===== src/rtl/data_mem_arbiter_if.sv =====
// One requester port of the data memory arbiter: command, handshake and read result.
interface data_mem_arbiter_if;
    logic        req;
    logic        we;
    logic        mode;
    logic [15:0] addr;
    logic [15:0] wdata;
    logic        done;
    logic        err;
    logic [15:0] rdata;

    modport master (output req, we, mode, addr, wdata, input  done, err, rdata);
    modport slave  (input  req, we, mode, addr, wdata, output done, err, rdata);
endinterface


===== src/rtl/data_mem_arbiter.sv =====
// Two-port round-robin arbiter in front of DataMemory: IDLE -> ACCESS -> DONE per access,
// range errors skip ACCESS and complete directly.
module data_mem_arbiter #(
    parameter int ADDR_LIMIT = 2048
) (
    input  logic              clk,
    input  logic              rst_n,
    data_mem_arbiter_if.slave a_if,
    data_mem_arbiter_if.slave b_if,
    output logic              mem_rd_o,
    output logic              mem_wn_o,
    output logic              mem_mode_o,
    output logic [15:0]       mem_addr_o,
    output logic [15:0]       mem_wdata_o,
    input  logic [15:0]       mem_rdata_i
);
    typedef enum logic [1:0] {IDLE, ACCESS, DONE} state_t;

    localparam logic [16:0] WORD_MAX = 17'(ADDR_LIMIT - 2);
    localparam logic [16:0] BYTE_MAX = 17'(ADDR_LIMIT - 1);

    state_t      state_q, state_d;
    logic        win_q, win_d;     // 0 = port A, 1 = port B
    logic        last_q, last_d;   // port granted most recently
    logic        we_q, we_d;
    logic        mode_q, mode_d;
    logic        err_q, err_d;
    logic [15:0] addr_q, addr_d;
    logic [15:0] wdata_q, wdata_d;

    logic        grant_b;
    logic        sel_we;
    logic        sel_mode;
    logic [15:0] sel_addr;
    logic [15:0] sel_wdata;
    logic        range_err;
    logic        in_access;

    // Both requesting: the port that did not win last time takes this grant.
    always_comb begin
        grant_b   = b_if.req & (~a_if.req | ~last_q);
        sel_we    = grant_b ? b_if.we    : a_if.we;
        sel_mode  = grant_b ? b_if.mode  : a_if.mode;
        sel_addr  = grant_b ? b_if.addr  : a_if.addr;
        sel_wdata = grant_b ? b_if.wdata : a_if.wdata;
        range_err = sel_mode ? ({1'b0, sel_addr} > BYTE_MAX)
                             : ({1'b0, sel_addr} > WORD_MAX);
    end

    always_ff @(posedge clk or negedge rst_n) begin
        if (!rst_n) begin
            state_q <= IDLE;
            win_q   <= 1'b0;
            last_q  <= 1'b1;
            we_q    <= 1'b0;
            mode_q  <= 1'b0;
            err_q   <= 1'b0;
            addr_q  <= '0;
            wdata_q <= '0;
        end else begin
            state_q <= state_d;
            win_q   <= win_d;
            last_q  <= last_d;
            we_q    <= we_d;
            mode_q  <= mode_d;
            err_q   <= err_d;
            addr_q  <= addr_d;
            wdata_q <= wdata_d;
        end
    end

    always_comb begin
        state_d = state_q;
        win_d   = win_q;
        last_d  = last_q;
        we_d    = we_q;
        mode_d  = mode_q;
        err_d   = err_q;
        addr_d  = addr_q;
        wdata_d = wdata_q;
        unique case (state_q)
            IDLE: begin
                if (a_if.req || b_if.req) begin
                    win_d   = grant_b;
                    last_d  = grant_b;
                    we_d    = sel_we;
                    mode_d  = sel_mode;
                    addr_d  = sel_addr;
                    wdata_d = sel_wdata;
                    err_d   = range_err;
                    state_d = range_err ? DONE : ACCESS;
                end
            end
            ACCESS:  state_d = DONE;
            DONE:    state_d = IDLE;
            default: state_d = IDLE;
        endcase
    end

    assign in_access   = (state_q == ACCESS);
    assign mem_rd_o    = in_access & ~we_q;
    assign mem_wn_o    = in_access & we_q;
    assign mem_mode_o  = in_access & mode_q;
    assign mem_addr_o  = in_access ? addr_q  : 16'h0000;
    assign mem_wdata_o = in_access ? wdata_q : 16'h0000;

    for (genvar gi = 0; gi < 2; gi++) begin : g_port
        localparam logic PORT_ID = 1'(gi);
        logic        done;
        logic        err;
        logic [15:0] rdata_q;

        // Byte reads return the addressed byte, which DataMemory presents in the high half.
        always_ff @(posedge clk or negedge rst_n) begin
            if (!rst_n) begin
                rdata_q <= '0;
            end else if (in_access && !we_q && (win_q == PORT_ID)) begin
                rdata_q <= mode_q ? {8'h00, mem_rdata_i[15:8]} : mem_rdata_i;
            end
        end

        assign done = (state_q == DONE) && (win_q == PORT_ID);
        assign err  = done & err_q;
    end

    assign a_if.done  = g_port[0].done;
    assign a_if.err   = g_port[0].err;
    assign a_if.rdata = g_port[0].rdata_q;
    assign b_if.done  = g_port[1].done;
    assign b_if.err   = g_port[1].err;
    assign b_if.rdata = g_port[1].rdata_q;
endmodule


===== src/flat_wrapper.sv =====
// flat-port wrapper written by rule: the top's interface ports become plain ports
module data_mem_arbiter_flat 
#(
    parameter int ADDR_LIMIT = 2048
)
  (clk, rst_n, mem_rd_o, mem_wn_o, mem_mode_o, mem_addr_o, mem_wdata_o, mem_rdata_i, a_if_req, a_if_we, a_if_mode, a_if_addr, a_if_wdata, a_if_done, a_if_err, a_if_rdata, b_if_req, b_if_we, b_if_mode, b_if_addr, b_if_wdata, b_if_done, b_if_err, b_if_rdata);
  data_mem_arbiter_if a_if_i ();
  data_mem_arbiter_if b_if_i ();
  input  logic clk;
  input  logic rst_n;
  output logic mem_rd_o;
  output logic mem_wn_o;
  output logic mem_mode_o;
  output logic [15:0] mem_addr_o;
  output logic [15:0] mem_wdata_o;
  input  logic [15:0] mem_rdata_i;
  input wire logic [$bits(a_if_i.req)-1:0] a_if_req;
  input wire logic [$bits(a_if_i.we)-1:0] a_if_we;
  input wire logic [$bits(a_if_i.mode)-1:0] a_if_mode;
  input wire logic [$bits(a_if_i.addr)-1:0] a_if_addr;
  input wire logic [$bits(a_if_i.wdata)-1:0] a_if_wdata;
  output wire logic [$bits(a_if_i.done)-1:0] a_if_done;
  output wire logic [$bits(a_if_i.err)-1:0] a_if_err;
  output wire logic [$bits(a_if_i.rdata)-1:0] a_if_rdata;
  input wire logic [$bits(b_if_i.req)-1:0] b_if_req;
  input wire logic [$bits(b_if_i.we)-1:0] b_if_we;
  input wire logic [$bits(b_if_i.mode)-1:0] b_if_mode;
  input wire logic [$bits(b_if_i.addr)-1:0] b_if_addr;
  input wire logic [$bits(b_if_i.wdata)-1:0] b_if_wdata;
  output wire logic [$bits(b_if_i.done)-1:0] b_if_done;
  output wire logic [$bits(b_if_i.err)-1:0] b_if_err;
  output wire logic [$bits(b_if_i.rdata)-1:0] b_if_rdata;
  assign a_if_i.req = a_if_req;
  assign a_if_i.we = a_if_we;
  assign a_if_i.mode = a_if_mode;
  assign a_if_i.addr = a_if_addr;
  assign a_if_i.wdata = a_if_wdata;
  assign a_if_done = a_if_i.done;
  assign a_if_err = a_if_i.err;
  assign a_if_rdata = a_if_i.rdata;
  assign b_if_i.req = b_if_req;
  assign b_if_i.we = b_if_we;
  assign b_if_i.mode = b_if_mode;
  assign b_if_i.addr = b_if_addr;
  assign b_if_i.wdata = b_if_wdata;
  assign b_if_done = b_if_i.done;
  assign b_if_err = b_if_i.err;
  assign b_if_rdata = b_if_i.rdata;
  data_mem_arbiter #(.ADDR_LIMIT(ADDR_LIMIT)) u_core (.clk(clk), .rst_n(rst_n), .a_if(a_if_i), .b_if(b_if_i), .mem_rd_o(mem_rd_o), .mem_wn_o(mem_wn_o), .mem_mode_o(mem_mode_o), .mem_addr_o(mem_addr_o), .mem_wdata_o(mem_wdata_o), .mem_rdata_i(mem_rdata_i));
endmodule

===== config.mk =====
export PLATFORM = sky130hd
export DESIGN_NAME = data_mem_arbiter_flat
export DESIGN_NICKNAME = d
export VERILOG_FILES = /design/src/rtl/data_mem_arbiter_if.sv /design/src/rtl/data_mem_arbiter.sv /design/src/flat_wrapper.sv
export SDC_FILE = /design/constraint.sdc
export NUM_CORES = 1
export LEC_CHECK = 0
export ABC_AREA = 1
export BUFFER_PORTS_ARGS = -buffer_cell sky130_fd_sc_hd__clkbuf_2
export CORE_UTILIZATION = 51
export DETAILED_ROUTE_END_ITERATION = 16
export MAX_ROUTING_LAYER = met4
export PLACE_DENSITY = 0.95
export SLEW_MARGIN = 10
export SYNTH_ARGS = -nofsm -noshare
export SYNTH_HDL_FRONTEND = slang
export SYNTH_SLANG_ARGS = --single-unit
export TNS_END_PERCENT = 50

===== constraint.sdc =====
create_clock -name clk -period 2.6 [get_ports clk]
set_input_delay 0.26 -clock clk [delete_from_list [all_inputs] [get_ports clk]]
set_output_delay 0.26 -clock clk [all_outputs]
set_load 0.05 [all_outputs]

# --- After elaboration in Yosys (flattened, before gate mapping) ---
# Cells that the tools add are included.
# Widths: inputs -> output; s select.
totals:
  output_inout_bits: 71
  inputBits: 88
  elab_cells: 46
  register_bits: 71
classes:
  reduce_logical: 9
  n_mux: 11
  n_lt_le_gt_ge: 2
  bitwise: 11
  eq_ne: 3
ops:
  columns: ["op", "n"]
  rows:
  - ["$mux 16", 5]
  - ["$gt 16x11->1 const B", 2]
  - ["$and 1x1->1", 6]
  - ["$logic_and 1x1->1", 5]
  - ["$mux 2", 2]
  - ["$not 1->1", 4]
  - ["$pmux 2 s2", 1]
  - ["$mux 1", 3]
  - ["$eq 2x1->1 const B", 1]
  - ["$eq 2x2->1 const B", 1]
  - ["$logic_not 2->1", 1]
  - ["$ne 2x1->1 const B", 1]
  - ["$reduce_and 2->1", 1]
  - ["$logic_not 1->1", 1]
  - ["$logic_or 1x1->1", 1]
  - ["$or 1x1->1", 1]

# --- Longest topological paths before layout ---
depth:
  word_depth: 9
  depth_mapped: 12
  ltp_nobuf: 11

# --- Worst setup path after synthesis ---
# OpenSTA, ideal clock, no wires.
synth_path:
  kind: "register to output"
  start: "register u_core.win_q"
  end: "output port b_if_err"
  arrival_time_ps: 1987
  stages_incl_launch_ff: 3
  setup_slack_ps: 353
  path_cell_list: "dfrtp_1 -> inv_1 -> nor4_1"
synth_via:
  elab_chain_cells: 2
synth_rtl:
  columns: ["element", "line", "rtl"]
  rows:
  - ["start, declared", "data_mem_arbiter.sv:23", "logic win_q, win_d;"]
  - ["start signal, assigned", "data_mem_arbiter.sv:62", "win_q <= win_d;"]
  - ["$logic_and 1x1->1", "data_mem_arbiter.sv:122", "assign done = (state_q == DONE) && (win_q == PORT_ID);"]
  - ["$and 1x1->1", "data_mem_arbiter.sv:123", "assign err = done & err_q;"]
  - ["end, declared", "flat_wrapper.sv:31", "output wire logic [$bits(b_if_i.err)-1:0] b_if_err;"]
# No other way between the ends.

# --- Worst setup path in the final report ---
layout_path:
  start: "register u_core.last_q"
  end: "register u_core.state_q[1]"
layout_via:
  elab_chain_cells: 9
  word_cells_on_any_way: 11
  cone_classes: "order compare (2); mux (6); bitwise (3)"
layout_rtl:
  columns: ["element", "line", "rtl"]
  rows:
  - ["start, declared", "data_mem_arbiter.sv:24", "logic last_q, last_d;"]
  - ["start signal, assigned", "data_mem_arbiter.sv:63", "last_q <= last_d;"]
  - ["$not 1->1 *", "data_mem_arbiter.sv:41", "grant_b = b_if.req & (~a_if.req | ~last_q);"]
  - ["$or 1x1->1 *", "data_mem_arbiter.sv:41", null]
  - ["$and 1x1->1 *", "data_mem_arbiter.sv:41", null]
  - ["$mux 16", "data_mem_arbiter.sv:44", "sel_addr = grant_b ? b_if.addr : a_if.addr;"]
  - ["$gt 16x11->1, on equally long branches", "data_mem_arbiter.sv:47, data_mem_arbiter.sv:46", null]
  - ["$mux 1 *", "data_mem_arbiter.sv:46", "range_err = sel_mode ? ({1'b0, sel_addr} > BYTE_MAX)"]
  - ["$mux 2 *", "data_mem_arbiter.sv:91", "state_d = range_err ? DONE : ACCESS;"]
  - ["$mux 2 *", "data_mem_arbiter.sv:83", "if (a_if.req || b_if.req) begin"]
  - ["$pmux 2 s2 *", "data_mem_arbiter.sv:81", "unique case (state_q)"]
  - ["end signal, assigned", "data_mem_arbiter.sv:61", "state_q <= state_d;"]
  - ["end, declared", "data_mem_arbiter.sv:22", "state_t state_q, state_d;"]
# Every way passes the cells marked *; elsewhere a longest branch is shown, timed or not. The select of a mux whose other input is x is not followed.
# A chain may end at the register's enable or synchronous reset.

==> implementation parameters <==
Parameter                              Value

Power
  Sequential share of power ... 47.0%
  Internal portion of total power ... 1.93 mW
  Power after layout ... 2.95 mW
  Total power density per cell area ... 659 nW/um2
  Net Switching ... 1.03 mW
  Switching Share ... 34.7%
  Worst voltage drop across the vdd grid ... 0.363 mV
  Comb power frac ... 27.6%
  Clock group share of total power ... 25.5%
  Leakage power ... 2.58 nW

Detailed routing
  Sum of met2 wire segment lengths after detailed routing ... 4550 um
  Detailed-route DRC error count ... 24
  Routed length per instance ... 14.1 um
  Average vias per placed instance ... 5.27
  ANT nets after route ... 0
  Total met3 wirelength after detailed routing ... 781 um
  Initial DRC Count ... 165
  Top layer reached by signal wires ... met4
  Met1 Wirelength ... 3550 um
  Post-detailed-routing wire length ... 9030 um
  Pre-Repair DR Iteration Count ... 11
  Via count of the routed design ... 3370

Critical path
  Critical path origin ... u_core.last_q
  Most used cell along the critical path ... sky130_fd_sc_hd__nand2_1
  Peak fanout along the critical path ... 28
  Kind of critical path ... flop to flop
  Required @ worst endpoint ... 2.81 ns
  Number of buffer and inverter instances along the worst setup path ... 1
  Slowest cell on crit path ... sky130_fd_sc_hd__dfstp_2
  Worst Path Arrival ... 2.50 ns
  Source of the worst register-to-register timing path ... u_core.last_q
  Type of destination of the critical path ... flop
  Family with the most delay on the worst path ... simple AND/OR/NAND/NOR gates
  CP cell instances ... nand2_1 > nand2_2 > buf_4 > nand2_1 > o21ai_0 > nand3_1 > nor2_1 > nand2_1 > nand2_1 > nand2_1
  Max incr delay on CP ... 0.53 ns
  Kind of launch point of the worst setup path ... flop

Clock network
  Setup Buffers After CTS ... 0
  Clock buffers created by TritonCTS ... 9
  Worst skew pair latency ... 0.32 ns
  Clock Tree Buf Depth ... 2
  Sink Count ... 71
  Maximum level of the CTS H-tree ... 3
  Reg clk slew, reported paths ... 0.07 ns
  Clk root buf ... sky130_fd_sc_hd__clkbuf_8
  Clock tree from TritonCTS ... built

Logic synthesis
  Warning count from the yosys run ... 0
  Sequential share of the synthesized area ... 51.6%
  Post-synthesis cell area ... 3450 um2
  Avg Inst Size Synth ... 8.55 um2
  Cells after Synth ... 403
  Net Count, Synth ... 491
  Post-synthesis register bit count ... 71
  Post-synth cell types ... 19

STA
  RSZ-0062 raised after global routing ... false
  Final hold viol count ... 0
  Worst Max-Slew Pin Slew ... 0.644 ns
  Max-slew violations ... 0
  Worst rel slew slack ... 57.1%
  Final setup skew ... 0.00775 ns
  Final TNS setup ... 0 ns
  Worst hold slack across all endpoints ... 0.201 ns
  Count of final setup violators ... 0
  Final worst-path cycle share ... 88.1%
  Final critical path time including I/O delays and setup ... 2.29 ns
  Max Clock Freq ... 437 MHz

Die
  I/O pin total ... 159
  Std-Cell Rows ... 29
  Die Y ... 84.2 um
  Starting utilization of the core area ... 53.7%
  Die Area ... 7090 um2
  Core region area ... 6420 um2
  Horizontal die dimension ... 84.2 um

GRT
  First-pass GRT wire length ... 14600 um
  Maximum number of pins on one net before global-route repair ... 51
  Antenna violations before repair ... 0
  Via count of the first global-routing pass ... 3218
  Gr usage total ... 27.1%
  Residual overflow from global routing ... 0

Final layout
  # nets final ... 648
  Layout cells sized above 1 ... 39.1%
  Final Instance Count excl. Fillers ... 640
  Fraction of the core area covered by cells at the end of the flow ... 69.8%
  Diode insertion count for antenna repair ... 0
  Area growth from synthesis to layout ... 30.2%

Run status
  Run status ... finished, violations left
  Failing checks ... design-rule violations

Placement
  Count of port buffers added during placement ... 158
  Routability cong. ... 0.917
  Detailed Place HPWL ... 6820 um
  Placed Instances ... 624

Job
  Max capacitance violation total ... 0

Worst hold path
  Hold path start ... b_if_wdata[13]
  Class of the worst hold path ... primary input to flop
placed cells by master, fill, tap and decap left out:
cell type | synthesis | final
sky130_fd_sc_hd__nand2_2 | 0 | 1
sky130_fd_sc_hd__o21ai_0 | 48 | 48
sky130_fd_sc_hd__o22ai_1 | 17 | 17
sky130_fd_sc_hd__buf_4 | 2 | 10
sky130_fd_sc_hd__dfstp_2 | 1 | 1
sky130_fd_sc_hd__nand2_1 | 72 | 71
sky130_fd_sc_hd__nor2_1 | 67 | 67
sky130_fd_sc_hd__dfrtp_1 | 70 | 70
sky130_fd_sc_hd__nor4_1 | 2 | 2
sky130_fd_sc_hd__or2_2 | 2 | 2
sky130_fd_sc_hd__clkinv_2 | 0 | 1
sky130_fd_sc_hd__clkbuf_1 | 14 | 2
sky130_fd_sc_hd__nor3_4 | 1 | 2
sky130_fd_sc_hd__clkinvlp_4 | 0 | 1
sky130_fd_sc_hd__nand3b_1 | 1 | 1
sky130_fd_sc_hd__clkbuf_2 | 0 | 157
sky130_fd_sc_hd__dlygate4sd3_1 | 0 | 1
sky130_fd_sc_hd__nand3_1 | 12 | 12
sky130_fd_sc_hd__nor3_2 | 2 | 1
sky130_fd_sc_hd__inv_1 | 51 | 50
sky130_fd_sc_hd__mux2_2 | 32 | 32
sky130_fd_sc_hd__nor3_1 | 2 | 2
sky130_fd_sc_hd__clkbuf_8 | 0 | 11
sky130_fd_sc_hd__clkinvlp_2 | 0 | 1
Yosys cell counts:
master | n | area share (%)
sky130_fd_sc_hd__nor3_2 | 2 | 0.58
sky130_fd_sc_hd__buf_4 | 2 | 0.44
sky130_fd_sc_hd__nor3_4 | 1 | 0.47
sky130_fd_sc_hd__mux2_2 | 32 | 10
sky130_fd_sc_hd__nor2_1 | 67 | 7.3
sky130_fd_sc_hd__dfrtp_1 | 70 | 51
sky130_fd_sc_hd__o22ai_1 | 17 | 3.1
sky130_fd_sc_hd__dfstp_2 | 1 | 0.76
sky130_fd_sc_hd__inv_1 | 51 | 5.6
sky130_fd_sc_hd__clkbuf_1 | 14 | 1.5
sky130_fd_sc_hd__nand2_1 | 72 | 7.8
sky130_fd_sc_hd__nand3_1 | 12 | 1.7
sky130_fd_sc_hd__buf_6 | 1 | 0.33
sky130_fd_sc_hd__nand3b_1 | 1 | 0.22
sky130_fd_sc_hd__or2_2 | 2 | 0.36
sky130_fd_sc_hd__o21ai_0 | 48 | 7.0
sky130_fd_sc_hd__buf_2 | 6 | 0.87
sky130_fd_sc_hd__nor3_1 | 2 | 0.29
sky130_fd_sc_hd__nor4_1 | 2 | 0.36
worst register-to-register path, cell delays in order (launching register included):
cell,delay [ns]
sky130_fd_sc_hd__dfstp_2,0.53
sky130_fd_sc_hd__nand2_1,0.24
sky130_fd_sc_hd__nand2_2,0.33
sky130_fd_sc_hd__buf_4,0.35
sky130_fd_sc_hd__nand2_1,0.09
sky130_fd_sc_hd__o21ai_0,0.11
sky130_fd_sc_hd__nand3_1,0.12
sky130_fd_sc_hd__nor2_1,0.14
sky130_fd_sc_hd__nand2_1,0.11
sky130_fd_sc_hd__nand2_1,0.09
sky130_fd_sc_hd__nand2_1,0.06
worst paths after layout:
path | endpoint | slack (ns) | cells after the start
max | u_core.state_q[1] | 0.31 | 10
min | u_core.wdata_q[13] | 0.20 | 3
max reg2reg | u_core.state_q[1] | 0.31 | 10
min reg2reg | u_core.last_q | 0.47 | 2
max in group asynchronous | u_core.addr_q[14] | 1.43 | 3
min in group asynchronous | u_core.a_if.rdata[10] | 0.51 | 2
state kept, by name (all words and copies together), names as in the netlist:
signal             count
u_core.we_q            1
u_core.addr_q         16
u_core.a_if.rdata     16
u_core.win_q           1
u_core.mode_q          1
u_core.last_q          1
u_core.wdata_q        16
u_core.b_if.rdata     16
u_core.err_q           1
u_core.state_q         2
timing repair:
| item | CTS | global route |
|---|---|---|
| hold endpoints to repair | 0 | 2 |
| setup endpoints to repair | 0 | 2 |
| resized for setup | 0 | 2 |
| hold buffers | 0 | 1 |
power groups by stage:
stage | clock [mW] | combinational [mW] | sequential (mW)
final | 0.752 | 0.815 | 1.39
after global placement | 0 | 0.768 | 1.40
after floorplan | 0 | 0.460 | 1.48
after detailed placement | 0 | 0.804 | 1.40
after global routing | 0.811 | 0.902 | 1.41
after CTS | 0.768 | 0.804 | 1.38
per-stage QoR:
step	setup slack (ns)	instance area [um2]
6_report	0.310	4490
5_1_grt	0.0898	4490
4_1_cts	0.269	4460
3_5_place_dp	0.289	4300
3_3_place_gp	0.500	4300
2_1_floorplan	0.353	3450
per-layer routing:
| metal | vias to the layer above | GRT usage, % |
|---|---|---|
| li1 | 1598 | - |
| met1 | 1546 | 32.4 |
| met2 | 211 | 45.8 |
| met3 | 15 | 4.82 |
| met4 | 0 | 10.5 |
| met5 | - | - |
logic make-up after synthesis:
kind of cell           synth area share (%)
muxes                                  10.5
and+or+nand+nor                        19.2
buffers and inverters                  8.71
DFF                                    51.6
AOI/OAI and AO/OA                      10.1
cell type report:
cell class / count / area (um2)
Inverter: 51 / 195
Tap cell: 77 / 96.3
Timing Repair inverter: 1 / 5.00
Sequential cell: 71 / 1780
Clock buffer: 13 / 159
Clock inverter: 1 / 5.00
Timing Repair Buffer: 168 / 871
Fill cell: 456 / 1940
Multi-Input combinational cell: 258 / 1380
No activity file was read; power rests on OpenSTA's default activity.
